### src/rtl/palette_lookup_arbiter.sv
// palette_lookup_arbiter
//   Shares one 16-entry palette among N_REQ sprite pixel requesters.
//   Round-robin grant (one per cycle) feeds a 2-stage pipeline:
//   S1 holds the granted request, S2/output holds colour + transparent flag.
// Ports:
//   i_clk, i_rst          clock, synchronous active-high reset
//   i_color_map[0:15]     palette contents, sampled when S2 loads
//   i_req_valid/idx/tag   per-requester request, flat-packed per requester
//   o_req_ready           one-hot grant (zero when stalled or idle)
//   o_rsp_*               response; held while o_rsp_valid & !i_rsp_ready
//   o_busy                a lookup is in S1 or on the output
module palette_lookup_arbiter #(
  parameter int N_REQ   = 4,
  parameter int IDX_W   = 4,
  parameter int COLOR_W = 24,
  parameter int TAG_W   = 10,
  parameter int ID_W    = $clog2(N_REQ)
) (
  input  logic                     i_clk,
  input  logic                     i_rst,
  input  logic [COLOR_W-1:0]       i_color_map [0:15],
  input  logic [N_REQ-1:0]         i_req_valid,
  input  logic [N_REQ*IDX_W-1:0]   i_req_idx,
  input  logic [N_REQ*TAG_W-1:0]   i_req_tag,
  output logic [N_REQ-1:0]         o_req_ready,
  output logic                     o_rsp_valid,
  input  logic                     i_rsp_ready,
  output logic [ID_W-1:0]          o_rsp_id,
  output logic [TAG_W-1:0]         o_rsp_tag,
  output logic [COLOR_W-1:0]       o_rsp_color,
  output logic                     o_rsp_transparent,
  output logic                     o_busy
);

  localparam int STAGES = 2;

  // Flat request buses viewed as per-requester lanes.
  logic [N_REQ-1:0][IDX_W-1:0] req_idx;
  logic [N_REQ-1:0][TAG_W-1:0] req_tag;
  assign req_idx = i_req_idx;
  assign req_tag = i_req_tag;

  // vld_pipe[1] = S1 occupied, vld_pipe[2] = output occupied.
  // The stage-0 valid is the combinational accept strobe.
  logic [STAGES:1]    vld_pipe_q, vld_pipe_d;
  logic [ID_W-1:0]    ptr_q, ptr_d;
  logic [ID_W-1:0]    s1_id_q, s1_id_d;
  logic [IDX_W-1:0]   s1_idx_q, s1_idx_d;
  logic [TAG_W-1:0]   s1_tag_q, s1_tag_d;
  logic [ID_W-1:0]    rsp_id_q, rsp_id_d;
  logic [TAG_W-1:0]   rsp_tag_q, rsp_tag_d;
  logic [COLOR_W-1:0] rsp_color_q, rsp_color_d;
  logic               rsp_transp_q, rsp_transp_d;

  logic               s1_adv, s2_adv, found, acc;
  logic [ID_W-1:0]    grant, cand;
  logic [ID_W:0]      sum;

  // Round-robin search starting at ptr; candidate index wraps mod N_REQ
  // without a divider so non-power-of-two N_REQ works.
  always_comb begin
    s2_adv = !vld_pipe_q[2] | i_rsp_ready;
    s1_adv = !vld_pipe_q[1] | s2_adv;
    found  = 1'b0;
    grant  = '0;
    sum    = '0;
    cand   = '0;
    for (int i = 0; i < N_REQ; i++) begin
      sum = {1'b0, ptr_q} + (ID_W+1)'(i);
      if (sum >= (ID_W+1)'(N_REQ)) sum = sum - (ID_W+1)'(N_REQ);
      cand = sum[ID_W-1:0];
      if (!found && i_req_valid[cand]) begin
        found = 1'b1;
        grant = cand;
      end
    end
    acc         = s1_adv & found;
    o_req_ready = '0;
    if (acc) o_req_ready[grant] = 1'b1;
  end

  always_comb begin
    ptr_d        = ptr_q;
    vld_pipe_d   = vld_pipe_q;
    s1_id_d      = s1_id_q;
    s1_idx_d     = s1_idx_q;
    s1_tag_d     = s1_tag_q;
    rsp_id_d     = rsp_id_q;
    rsp_tag_d    = rsp_tag_q;
    rsp_color_d  = rsp_color_q;
    rsp_transp_d = rsp_transp_q;

    if (acc) begin
      ptr_d    = (grant == ID_W'(N_REQ-1)) ? '0 : grant + ID_W'(1);
      s1_id_d  = grant;
      s1_idx_d = req_idx[grant];
      s1_tag_d = req_tag[grant];
    end
    if (s1_adv) vld_pipe_d[1] = acc;

    if (s2_adv) begin
      vld_pipe_d[2] = vld_pipe_q[1];
      // Data only reloads on a real lookup; bubbles leave it unchanged.
      if (vld_pipe_q[1]) begin
        rsp_id_d     = s1_id_q;
        rsp_tag_d    = s1_tag_q;
        rsp_transp_d = (s1_idx_q == '0);
        rsp_color_d  = (s1_idx_q == '0) ? '0 : i_color_map[s1_idx_q];
      end
    end
  end

  always_ff @(posedge i_clk) begin
    if (i_rst) begin
      vld_pipe_q   <= '0;
      ptr_q        <= '0;
      s1_id_q      <= '0;
      s1_idx_q     <= '0;
      s1_tag_q     <= '0;
      rsp_id_q     <= '0;
      rsp_tag_q    <= '0;
      rsp_color_q  <= '0;
      rsp_transp_q <= 1'b0;
    end else begin
      vld_pipe_q   <= vld_pipe_d;
      ptr_q        <= ptr_d;
      s1_id_q      <= s1_id_d;
      s1_idx_q     <= s1_idx_d;
      s1_tag_q     <= s1_tag_d;
      rsp_id_q     <= rsp_id_d;
      rsp_tag_q    <= rsp_tag_d;
      rsp_color_q  <= rsp_color_d;
      rsp_transp_q <= rsp_transp_d;
    end
  end

  assign o_rsp_valid       = vld_pipe_q[2];
  assign o_rsp_id          = rsp_id_q;
  assign o_rsp_tag         = rsp_tag_q;
  assign o_rsp_color       = rsp_color_q;
  assign o_rsp_transparent = rsp_transp_q;
  assign o_busy            = |vld_pipe_q;

endmodule
### config.mk
export PLATFORM = sky130hd
export DESIGN_NAME = palette_lookup_arbiter
export DESIGN_NICKNAME = d
export VERILOG_FILES = /design/src/rtl/palette_lookup_arbiter.sv
export SDC_FILE = /design/constraint.sdc
export NUM_CORES = 1
export LEC_CHECK = 0
export CORE_AREA = 3 3 188 190
export DETAILED_ROUTE_END_ITERATION = 10
export DIE_AREA = 0 0 191 193
export GPL_ROUTABILITY_DRIVEN = 0
export HOLD_SLACK_MARGIN = 0.1
export PLACE_DENSITY = 0.51
export SYNTH_ARGS = -nofsm -noshare
export SYNTH_HDL_FRONTEND = slang
export SYNTH_SLANG_ARGS = --single-unit
### constraint.sdc
create_clock -name i_clk -period 3.4 [get_ports i_clk]
set_input_delay 0.68 -clock i_clk [delete_from_list [all_inputs] [get_ports i_clk]]
set_output_delay 0.68 -clock i_clk [all_outputs]
set_load 0.005 [all_outputs]
==> results.md, run 1 <==
- Power Density: 323.5 nW/um^2
- Clock H-tree levels: 3
- Clock transition at path regs: 60 ps
- Post_cts resized: 0
- DRT iter0 DRCs: 244
- Clk_lat worst skew: 340 ps
- Hold/Removal Path Class: reg2reg
- Tmin final: 3226 ps
- Worst r2r src: s1_idx_q[0]$_SDFFE_PP0P_
- Largest cells by area after synthesis: mux4_2 (41%), dfxtp_1 (21%), mux2i_1 (12%)
- CTS sink count: 57
- WP data required: 2720 ps
- Die H: 193 um
- LEAKAGE: 3.967 nW
- Post-route DRC violation count: 0
- Core Box Area: 33620 sq um
- Place WS: 176.4 ps
- Setup violators final: 0
- Mapped Avg Cell Area: 11.88 sq um
- Fill cells: 3416
- Post-synthesis sequential area ratio: 21.44%
- Fmax: 0.3100 GHz
- Unique masters post-synth: 35
- Die area: 36860 sq um
- Sum Neg Setup Slack: 0 ps
- Largest net degree at the start of global routing: 35
- Vias in the first global route: 6508
- # IOs: 490
- Global Route Usage Sum: 15.60%
- Worst slew margin: 49.98%
- Min-delay src: s1_tag_q[5]$_SDFFE_PP0P_
- Count leader, synth: mux4_2
- DR WL/cell: 22.49 um
- Final Hold Viols: 0
- First-pass GRT wire length: 42120 um
- CP startpoint: i_req_valid[2]
- Crit share post-route: 94.89%
- Worst-path maximum fanout: 5
- Yosys warns: 0
- Gr ovfl total: 0
- Num rows: 67
- Initial Util: 15.83%
- Detail Placement HPWL: 25990 um
- Cts hold-fix bufs: 0
- Post-route ant nets: 0
- Mapped Area: 5323 sq um
- Number of setup buffers added after CTS: 0
- Largest area contributor in the netlist: mux4_2
- Setup ws final: 173.8 ps
- Post-synth top area share: 40.62%
- Synth Net Count: 895
- Non-Filler Instances: 1377
- Peak supply drop: 0.2056 mV
- Total Wirelength: 30970 um
- Layout cell share with drive strength beyond 1: 15.75%
- Worst-case clock skew: 9.316 ps
- IO buf count: 489
- CP Launch Type: input port
- Slew Viols, Final: 0
- Most frequent cells after synthesis: mux4_2 (96), mux2i_1 (63), dfxtp_1 (57)
- Status: finished, final reports clean
- Die X: 191 um
- Met2 Resource Use GR: 27.98%
- Hold depth: 2
- Initial antenna violation count: 2
- M3 GR Usage: 3.670%
- CTS buffer count: 9
- CP arrival: 2550 ps
- Synth-to-layout area growth: 108.2%
- CTS tree: yes
- Most used flip-flop cell after synthesis: dfxtp_1
- Post-synth EDFFs: 0
- RSZ-0062 raised after global routing: no
- Post-Syn Instances: 448
- Global Route met1 Usage: 18.82%
- Yosys reg bits: 57
- Post-synth ARST share: 0%
- Worst Reg-to-Reg Cells: 6
- Detailed-route vias per instance: 4.369
- CP endpoint kind: primary output
- Root Driver: clkbuf_16
- Pre-antenna DRT Iters: 4
- Final core occ: 32.97%
- Clock Path Buffers: 2
- Critical path type: in2out
- GR peak layer: met2
- Total number of vias: 6016
- Measured slew at the worst slew-check pin: 748.5 ps
- Placed Cells incl. Taps: 1359
- Post-layout net count: 1369
- MaxCap Viol Count: 0
==> sequential cells by signal, indices dropped and copies added (netlist names) <==
name,cells
o_rsp_color,24
o_rsp_tag,10
s1_tag_q,10
s1_idx_q,4
o_rsp_id,2
ptr_q,2
s1_id_q,2
vld_pipe_q,2
o_rsp_transparent,1
==> layout by cell type (no fill, tap or decap), types with 5 or more instances in the layout <==
master,Yosys,routed
clkbuf_16,0,9
mux2i_1,63,63
buf_12,1,6
nor2b_1,5,5
o32ai_1,13,13
buf_4,4,20
clkdlybuf4s50_1,0,489
mux4_2,96,96
a221oi_1,13,13
nor2_1,23,22
a21o_1,26,26
a21oi_1,18,18
nand2_1,33,33
dfxtp_1,57,54
o22ai_1,25,25
==> layer usage <==
| layer | up-vias | wire length (um) |
|---|---|---|
| li1 | 2810 | - |
| met1 | 2926 | 12190 |
| met2 | 253 | 16210 |
| met3 | 27 | 1988 |
| met4 | 0 | 575 |
| met5 | - | 0 |
==> final timing paths <==
check,to,slack [ps]
min reg2reg,o_rsp_tag[5]$_SDFFE_PP0P_,450
min,o_rsp_tag[5]$_SDFFE_PP0P_,450
max,o_req_ready[2],170
max reg2reg,o_rsp_color[15]$_SDFFE_PP0P_,1160
==> worst max-delay path, cell delays in order <==
cell             delay, ps
clkdlybuf4s50_1        540
nor2b_1                190
a21boi_0               200
o32a_1                 210
nand2b_1                90
nor2_1                 120
clkdlybuf4s50_1        520
==> cells by family after synthesis <==
kind of cell	share of synthesized area [%]
muxes	52.47
AOI/OAI and AO/OA	13.94
and+or+nand+nor	6.629
DFF	21.44
buffers and inverters	5.524
==> cell type report <==
| cell class | instances | area, sq um | area share, % |
|---|---|---|---|
| antenna | 2 | 5.005 | 0.04516 |
| clock buffer | 9 | 225.2 | 2.032 |
| clock inverter | 7 | 78.83 | 0.7113 |
| multi-input combinational | 339 | 3895 | 35.15 |
| sequential | 57 | 1152 | 10.40 |
| tap | 448 | 560.5 | 5.058 |
| timing repair buffer | 515 | 5165 | 46.61 |
==> per-stage QoR <==
| stage | hold slack (ps) | cell area (sq um) | total power [mW] |
|---|---|---|---|
| final | 450.8 | 11080 | 3.585 |
| after floorplan | 431.9 | 5323 | 1.749 |
| after global routing | 466.1 | 11080 | 3.809 |
| after global placement | 432.0 | 10770 | 2.678 |
| after CTS | 455.3 | 11080 | 3.685 |
| after detailed placement | 439.3 | 10770 | 2.684 |
==> report_power, final <==
part           switching, mW  internal, mW  leakage (nW)  total (mW)
registers              0.127         0.757         0.471       0.884
clock network          0.374         0.572         0.138       0.946
logic                  0.599          1.16          3.36        1.76
total                   1.10          2.49          3.97        3.59
Note: power is estimated with default switching activity, not from simulation.
==> inputs of run 2 (changes only) <==
==> constraint.sdc (replaced) <==
create_clock -name i_clk -period 3.1 [get_ports i_clk]
set_input_delay 0.62 -clock i_clk [delete_from_list [all_inputs] [get_ports i_clk]]
set_output_delay 0.62 -clock i_clk [all_outputs]
set_load 0.005 [all_outputs]
==> results.md, run 2 (same netlist as run 1, synthesis figures left out) <==
- Status: finished, final reports clean
- Clk_lat worst skew: 340 ps (about the same)
- Measured slew at the worst slew-check pin: 765.7 ps (+17.19 ps)
- Num rows: 67 (unchanged)
- Max reg flops: 24 (unchanged)
- Die area: 36860 sq um (unchanged)
- CTS tree: yes
- Slew Viols, Final: 0 (unchanged)
- Clock transition at path regs: 50 ps (about the same)
- CP endpoint kind: primary output
- Synth-to-layout area growth: 110.5%
- Non-Filler Instances: 1389 (+0.87%)
- Layout cell share with drive strength beyond 1: 16.95% (+1.2 points)
- Core Box Area: 33620 sq um (unchanged)
- LEAKAGE: 4.049 nW (+2.1%)
- Worst r2r src: s1_idx_q[0]$_SDFFE_PP0P_
- Commonest cells after routing, fill and taps aside: clkdlybuf4s50_1 (488), mux4_2 (96), mux2i_1 (63)
- Gr ovfl total: 0 (unchanged)
- Clock Path Buffers: 2 (unchanged)
- Post-route ant nets: 0 (unchanged)
- Crit share post-route: 98.69%
- Place WS: 39.77 ps (-136.6 ps)
- Initial antenna violation count: 3 (+1)
- Total number of vias: 6132 (+1.9%)
- CP Launch Type: input port
- Global Route Usage Sum: 15.70% (+0.099 points)
- Total Wirelength: 31360 um (+1.3%)
- Final Cell Area: 11200 sq um (+1.1%)
- Largest net degree at the start of global routing: 40 (+14%)
- Final Hold Viols: 0 (unchanged)
- Worst-path maximum fanout: 3 (-2)
- CP startpoint: i_req_valid[2]
- Critical path type: in2out
- Worst slew margin: 48.83% (-1.1 points)
- Min-delay src: o_rsp_color[20]$_SDFFE_PP0P_
- # IOs: 490 (unchanged)
- Root Driver: clkbuf_16
- Die H: 193 um (unchanged)
- Sum Neg Setup Slack: 0 ps (unchanged)
- Hold/Removal Path Class: reg2reg
- CTS buffer count: 9 (unchanged)
- Post-layout net count: 1380 (+0.80%)
- Placed Cells incl. Taps: 1368 (+0.66%)
- Die X: 191 um (unchanged)
- Detailed-route vias per instance: 4.415 (+1.0%)
- Pre-antenna DRT Iters: 5 (+1)
- DR WL/cell: 22.58 um (+0.40%)
- Fmax: 0.3269 GHz
- Initial Util: 15.83% (unchanged)
- Setup violators final: 0 (unchanged)
- Cell Area, Placed: 10840 sq um (+0.63%)
- Worst-case clock skew: 8.817 ps (-0.4986 ps)
- WP data required: 2480 ps (-240 ps)
- IO buf count: 489 (unchanged)
- Detail Placement HPWL: 26230 um (+0.91%)
- Power Density: 360.9 nW/um^2 (+12%)
- First-pass GRT wire length: 42680 um (+1.3%)
- Vias in the first global route: 6577 (+1.1%)
- Post-route DRC violation count: 0 (unchanged)
- CP arrival: 2440 ps (-110 ps)
- Peak supply drop: 0.2168 mV (+5.4%)
- Setup ws final: 40.70 ps (-133.1 ps)
- CTS sink count: 57 (unchanged)
- Clock H-tree levels: 3 (unchanged)
- DRT iter0 DRCs: 260 (+6.6%)
- Tmin final: 3059 ps
- Cts hold-fix bufs: 0 (unchanged)
- Final core occ: 33.32% (+0.36 points)
- MaxCap Viol Count: 0 (unchanged)
- Commonest non-fill, non-tap cell in the layout: clkdlybuf4s50_1
[run 2: stage by stage]
| stage | power, mW | hold WS, ps |
|---|---|---|
| 6_report | 4.043 | 447.6 |
| 4_1_cts | 4.126 | 451.9 |
| 3_3_place_gp | 2.952 | 432.4 |
| 2_1_floorplan | 1.918 | 431.9 |
| 5_1_grt | 4.296 | 463.3 |
| 3_5_place_dp | 2.958 | 438.2 |
[run 2: final cells by class]
cell class | instances | area, sq um
Clock buffer | 9 | 225.2
Antenna cell | 3 | 7.507
Tap cell | 448 | 560.5
Clock inverter | 7 | 102.6
Fill cell | 3373 | 22410
Multi-Input combinational cell | 339 | 3904
Timing Repair Buffer | 526 | 5250
Sequential cell | 57 | 1152
[run 2: what timing repair did]
action | in CTS | in global routing
resized for setup | 0 | 5
setup buffers | 0 | 2
endpoints found under the setup margin | 0 | 4
[run 2: final timing paths]
check                            endpoint  slack, ps  cells past startpoint
max                        o_req_ready[2]         40                      7
min          o_rsp_color[20]$_SDFFE_PP0P_        450                      1
max reg2reg  o_rsp_color[11]$_SDFFE_PP0P_       1000                      5
min reg2reg  o_rsp_color[20]$_SDFFE_PP0P_        450                      1
[run 2: power breakdown]
group | switching [mW] | internal, mW
Clock | 0.414 | 0.711
Sequential | 0.117 | 0.830
Combinational | 0.685 | 1.29
[run 2: critical path: stages]
cell and delay, ps:
clkdlybuf4s50_1 500, nor2b_1 160, a21boi_1 190, o32a_1 230, nand2b_1 90, nor2_1 130
clkdlybuf4s50_1 520
[run 2: routing by layer]
layer / track usage (%) / vias to the layer above / part of all wire (%)
li1: - / 2827 / -
met1: 18.22 / 3004 / 38
met2: 28.01 / 263 / 52
met3: 5.062 / 36 / 7.3
met4: 4.036 / 2 / 2.0
met5: 0 / - / 0.054
